==> src/rtl/sonar_varredura.sv <==
// Sonar sweep sequencer: steps the servo, waits for settling, requests a
// distance measurement and hands the result with its position to the transmitter.
`timescale 1ns/1ps
module sonar_varredura #(
    parameter int N_POSICOES     = 8,
    parameter int INTERVALO      = 2_000_000,
    parameter int TIMEOUT        = 3_000_000,
    parameter int LARGURA_MEDIDA = 12,
    parameter int LP             = $clog2(N_POSICOES)
) (
    input  logic                      clock,
    input  logic                      reset,
    input  logic                      ligar,
    input  logic                      parar,
    input  logic                      modo,
    input  logic                      fim_medida,
    input  logic [LARGURA_MEDIDA-1:0] medida,
    input  logic                      fim_transmissao,
    output logic [LP-1:0]             posicao,
    output logic                      medir,
    output logic                      transmitir,
    output logic [LARGURA_MEDIDA-1:0] dado_medida,
    output logic [LP-1:0]             dado_posicao,
    output logic                      erro_medida,
    output logic                      pronto,
    output logic [3:0]                db_estado
);

    typedef enum logic [3:0] {
        INICIAL        = 4'd0,
        ESPERA         = 4'd1,
        MEDE           = 4'd2,
        AGUARDA_MEDIDA = 4'd3,
        TRANSMITE      = 4'd4,
        AGUARDA_TX     = 4'd5,
        PROXIMA        = 4'd6,
        FIM            = 4'd7
    } estado_t;

    // One counter serves both the settling interval and the measurement timeout.
    localparam int MAXC = (INTERVALO > TIMEOUT) ? INTERVALO : TIMEOUT;
    localparam int CW   = (MAXC > 1) ? $clog2(MAXC) : 1;

    localparam logic [CW-1:0] FIM_INTERVALO = CW'(INTERVALO - 1);
    localparam logic [CW-1:0] FIM_TIMEOUT   = CW'(TIMEOUT - 1);
    localparam logic [LP-1:0] POS_MAX       = LP'(N_POSICOES - 1);

    estado_t                   estado_q, estado_d;
    logic [CW-1:0]             cnt_q, cnt_d;
    logic [LP-1:0]             posicao_q, posicao_d;
    logic                      sobe_q, sobe_d;
    logic                      modo_q, modo_d;
    logic [LARGURA_MEDIDA-1:0] dado_medida_q, dado_medida_d;
    logic [LP-1:0]             dado_posicao_q, dado_posicao_d;
    logic                      erro_q, erro_d;

    always_comb begin
        estado_d       = estado_q;
        cnt_d          = '0;
        posicao_d      = posicao_q;
        sobe_d         = sobe_q;
        modo_d         = modo_q;
        dado_medida_d  = dado_medida_q;
        dado_posicao_d = dado_posicao_q;
        erro_d         = erro_q;

        if (parar) begin
            estado_d = INICIAL;
        end else begin
            case (estado_q)
                INICIAL: begin
                    if (ligar) begin
                        estado_d = ESPERA;
                        modo_d   = modo;
                    end
                end
                ESPERA: begin
                    if (cnt_q == FIM_INTERVALO) estado_d = MEDE;
                    else                        cnt_d    = cnt_q + 1'b1;
                end
                MEDE: estado_d = AGUARDA_MEDIDA;
                AGUARDA_MEDIDA: begin
                    // A real result arriving on the timeout cycle still wins.
                    if (fim_medida) begin
                        dado_medida_d  = medida;
                        dado_posicao_d = posicao_q;
                        erro_d         = 1'b0;
                        estado_d       = TRANSMITE;
                    end else if (cnt_q == FIM_TIMEOUT) begin
                        dado_medida_d  = '1;
                        dado_posicao_d = posicao_q;
                        erro_d         = 1'b1;
                        estado_d       = TRANSMITE;
                    end else begin
                        cnt_d = cnt_q + 1'b1;
                    end
                end
                TRANSMITE: estado_d = AGUARDA_TX;
                AGUARDA_TX: begin
                    if (fim_transmissao) estado_d = PROXIMA;
                end
                PROXIMA: begin
                    if (modo_q) begin
                        if (posicao_q == POS_MAX) begin
                            estado_d  = FIM;
                            posicao_d = '0;
                            sobe_d    = 1'b1;
                        end else begin
                            estado_d  = ESPERA;
                            posicao_d = posicao_q + 1'b1;
                        end
                    end else begin
                        // Ping-pong: turn around at an endpoint without repeating it.
                        estado_d = ESPERA;
                        if (sobe_q) begin
                            if (posicao_q == POS_MAX) begin
                                sobe_d    = 1'b0;
                                posicao_d = posicao_q - 1'b1;
                            end else begin
                                posicao_d = posicao_q + 1'b1;
                            end
                        end else begin
                            if (posicao_q == '0) begin
                                sobe_d    = 1'b1;
                                posicao_d = posicao_q + 1'b1;
                            end else begin
                                posicao_d = posicao_q - 1'b1;
                            end
                        end
                    end
                end
                FIM:     estado_d = INICIAL;
                default: estado_d = INICIAL;
            endcase
        end
    end

    always_ff @(posedge clock or posedge reset) begin
        if (reset) begin
            estado_q       <= INICIAL;
            cnt_q          <= '0;
            posicao_q      <= '0;
            sobe_q         <= 1'b1;
            modo_q         <= 1'b0;
            dado_medida_q  <= '0;
            dado_posicao_q <= '0;
            erro_q         <= 1'b0;
        end else begin
            estado_q       <= estado_d;
            cnt_q          <= cnt_d;
            posicao_q      <= posicao_d;
            sobe_q         <= sobe_d;
            modo_q         <= modo_d;
            dado_medida_q  <= dado_medida_d;
            dado_posicao_q <= dado_posicao_d;
            erro_q         <= erro_d;
        end
    end

    assign posicao      = posicao_q;
    assign medir        = (estado_q == MEDE);
    assign transmitir   = (estado_q == TRANSMITE);
    assign pronto       = (estado_q == FIM);
    assign db_estado    = estado_q;
    assign dado_medida  = dado_medida_q;
    assign dado_posicao = dado_posicao_q;
    assign erro_medida  = erro_q;

endmodule

==> config.mk <==
export PLATFORM = sky130hd
export DESIGN_NAME = sonar_varredura
export DESIGN_NICKNAME = d
export VERILOG_FILES = /design/src/rtl/sonar_varredura.sv
export SDC_FILE = /design/constraint.sdc
export NUM_CORES = 1
export LEC_CHECK = 0
export ABC_CLOCK_PERIOD_IN_PS = 2300
export CAP_MARGIN = 20
export CORE_MARGIN = 1
export CORE_UTILIZATION = 51
export CTS_CLUSTER_SIZE = 8
export DETAILED_ROUTE_END_ITERATION = 16
export PLACE_DENSITY = 0.79
export SYNTH_ARGS = -nofsm -noshare
export SYNTH_HDL_FRONTEND = slang
export SYNTH_SLANG_ARGS = --single-unit
export TNS_END_PERCENT = 5
==> constraint.sdc <==
create_clock -name clock -period 2.3 [get_ports clock]
set_clock_uncertainty 0.1 [all_clocks]
set_input_delay 0.46 -clock clock [delete_from_list [all_inputs] [get_ports clock]]
set_output_delay 0.46 -clock clock [all_outputs]
set_load 0.005 [all_outputs]
==> results.toml, run 1 <==
[status]
status = "completed"

[worst_setup_path]
cp_common_cell = "nor2b_1"
worstPathMaxFanout = 3
cp_data_required_time_ns = 1.74
cp-end-kind = "output pin"
slowest_stage = "clkdlybuf4s50_1"
crit_buf_inv = 1
critPathTopFamily = "buffers and inverters"
crit_type = "flop to output pin"
critPathArrivalTime_ns = 1.62
crit_chain = "nor2b_1 -> nor2b_1 -> clkdlybuf4s50_1"
startpoint_type = "flop"
max_stage_delay_ns = 0.50

[synthesis]
ys_ff_latch = 46
ys.warnings.count = 0
syn-mean-instance-area_um2 = 10.2
synth_ff_type = "dfrtp_1"
synth_top_cell_by_area = "dfrtp_1"
synth_top_cell_area_share = 0.486
synth_commonest_cells = "45 x dfrtp_1, 31 x nor2_1, 16 x nand2_1, 12 x o22a_1, 12 x xor2_1"
synth_area_leaders = "dfrtp_1 49%, nor2_1 5.0%, o22a_1 4.5%"
synth_edf_count = 0
syn_nets = 251
synth_area_um2 = 2320
netlist_instances = 226
synth-seq-area-share = 0.498
synth_most_common_cell = "dfrtp_1"
async_reset_ff_frac = 1.00
synth_cell_type_count = 44

[sta]
setup_viol = 0
slew_violations = 0
whs_ns = 0.402
hold_viol = 0
finalCritPeriodShare = 0.947
min_period_ns = 2.18
fmax_ghz = 0.459
finalSetupTns_ns = 0
rsz0062_at_grt = "no"

[detailed_routing]
highest_layer = "met4"
m1WireLength_um = 2120
drc = 0
drtAntennaViolNets = 0
firstDrtPassIters = 4
vias_per_cell = 5.58
wl_met2_um = 2460
wl_um = 4940
vias = 1840
drt_iter0_markers = 72
wl_met3_um = 221
wl_per_cell_um = 15.0

[clock_tree]
cts_setup_buffers = 0
ctsResizeCount = 0
clockBufferDepth = 2
cts_buffers = 5
cts.sinks = 46
cts_tree = "built"
ctsHtreeMaxLevel = 2
clk_latency_ns = 0.30
clkSlewWorstSetupHoldPaths_ns = 0.08
cts-hold-fix-buffers = 0
cts_root_buf = "clkbuf_8"

[finish]
n_antenna_cell = 0
final_util = 0.674
drive_above_1_share = 0.104
multi_input_area_um2 = 1070
final_nets = 302
seq_area_um2 = 1150
final_cells = 330
areaGrowthSynthToFinish_pct = 26.8
final.fill_count = 354

[global_route]
grt_usage = 0.223
grt_pass1_wl_um = 8390
grt.overflow.total = 0
grt_pass1_vias = 1818
grt_max_degree = 47
grt_antenna_before_repair = 0

[floorplan]
io_pins = 45
coreArea_um2 = 4350
die_area_um2 = 4810
start_util = 0.532
chipWidth_um = 69.4
rows = 24
die_h_um = 69.4

[power_and_ir_drop]
ir_drop_mv = 0.412
p_per_area_nw_per_um2 = 518
power_leakage_nw = 1.26
p_total_mw = 1.52

[place]
dpl.cell_count = 322
gp_routability_congestion = 0.779
dp_hpwl_um = 3510
io_buffers = 43

[run]
max_cap_viol_count = 0

[min_path]
min_path_type = "input pin to async pin"
[area by class of cell]
type,instances,share of cell area
multi-input combinational,163,0.365
sequential,46,0.392
clock inverter,1,0.00170
tap,52,0.0222
clock buffer,7,0.0294
inverter,6,0.00767
timing repair buffer,55,0.182
[logic make-up (layout without fill, tap and decap cells)]
group,after synthesis,after routing,share of synthesized area
AND/OR/NAND/NOR,96,96,0.219
flip-flops,46,46,0.498
AO/OA/AOI/OAI,35,35,0.110
XOR/XNOR,20,20,0.0756
buffers and inverters,17,69,0.0394
adder cells (fa/ha/maj),6,6,0.0324
multiplexers,5,5,0.0238
other,1,1,0.00162
[path summary, 6_finish.rpt]
path                                       startpoint                           to  slack (ns)  cells past startpoint
max                          db_estado[0]$_DFFE_PP0P_                        medir        0.12                      3
min                                             reset           cnt_q[4]$_DFF_PP0_        0.40                      3
max reg2reg                       cnt_q[11]$_DFF_PP0_  dado_posicao[2]$_DFFE_PP0P_        0.16                      5
min reg2reg                dado_medida[6]$_DFFE_PP0P_   dado_medida[6]$_DFFE_PP0P_        0.41                      1
max in group asynchronous                       reset           sobe_q$_DFFE_PP1P_        1.41                      3
min in group clock         dado_medida[6]$_DFFE_PP0P_   dado_medida[6]$_DFFE_PP0P_        0.41                      1
[flip-flops by register name, indices dropped and copies added (netlist names)]
signal,cells
cnt_q,22
dado_medida,12
dado_posicao,3
db_estado,3
erro_medida,1
modo_q,1
posicao,3
sobe_q,1
[placed cells by master, fill, tap and decap left out, types with 2 or more instances in the layout]
master           count
nor2b_1              3
a21oi_1              7
xor2_1              12
clkbuf_8             6
xnor2_1              8
nand3_1             10
inv_1                5
o21ai_0              5
clkdlybuf4s50_1     43
nor4bb_1             2
o22ai_1              2
and4_1               4
nand2_1             16
and3_1               3
and2_1               5
dfrtp_1             45
nor3_1               2
o21bai_1             2
ha_1                 6
nor2_1              31
nand4_1              8
o22a_1              12
buf_4               11
nor4b_1              2
mux2_2               4
or3_1                3
[power breakdown]
part | switching, mW | internal [mW] | leakage, nW
Clock | 0.262 | 0.243 | 0.0482
Combinational | 0.0739 | 0.0966 | 0.585
Sequential | 0.0158 | 0.829 | 0.623
[stage by stage]
step / instance area, um^2 / worst slack, ns
after floorplan: 2320 / 0.270
after global placement: 2850 / 0.241
after detailed placement: 2850 / 0.212
after CTS: 2940 / 0.105
after global routing: 2940 / 0.0294
final: 2940 / 0.122
[metal layers]
layer  up-vias  GRT usage
met5         -          0
met4         0     0.0975
met3        14     0.0552
met2        43      0.370
met1       891      0.275
li1        892          -
[tightest hold or removal path: stages]
cell and delay (ns):
clkdlybuf4s50_1 0.41, inv_2 0.07, buf_12 0.24
Power figures use the tool's default switching activity.
==> run 2, diff against run 1 <==
- SLEW_MARGIN: not set -> 30
==> results of run 2 <==
Final layout, timing and power as in run 1 (identical DEF).
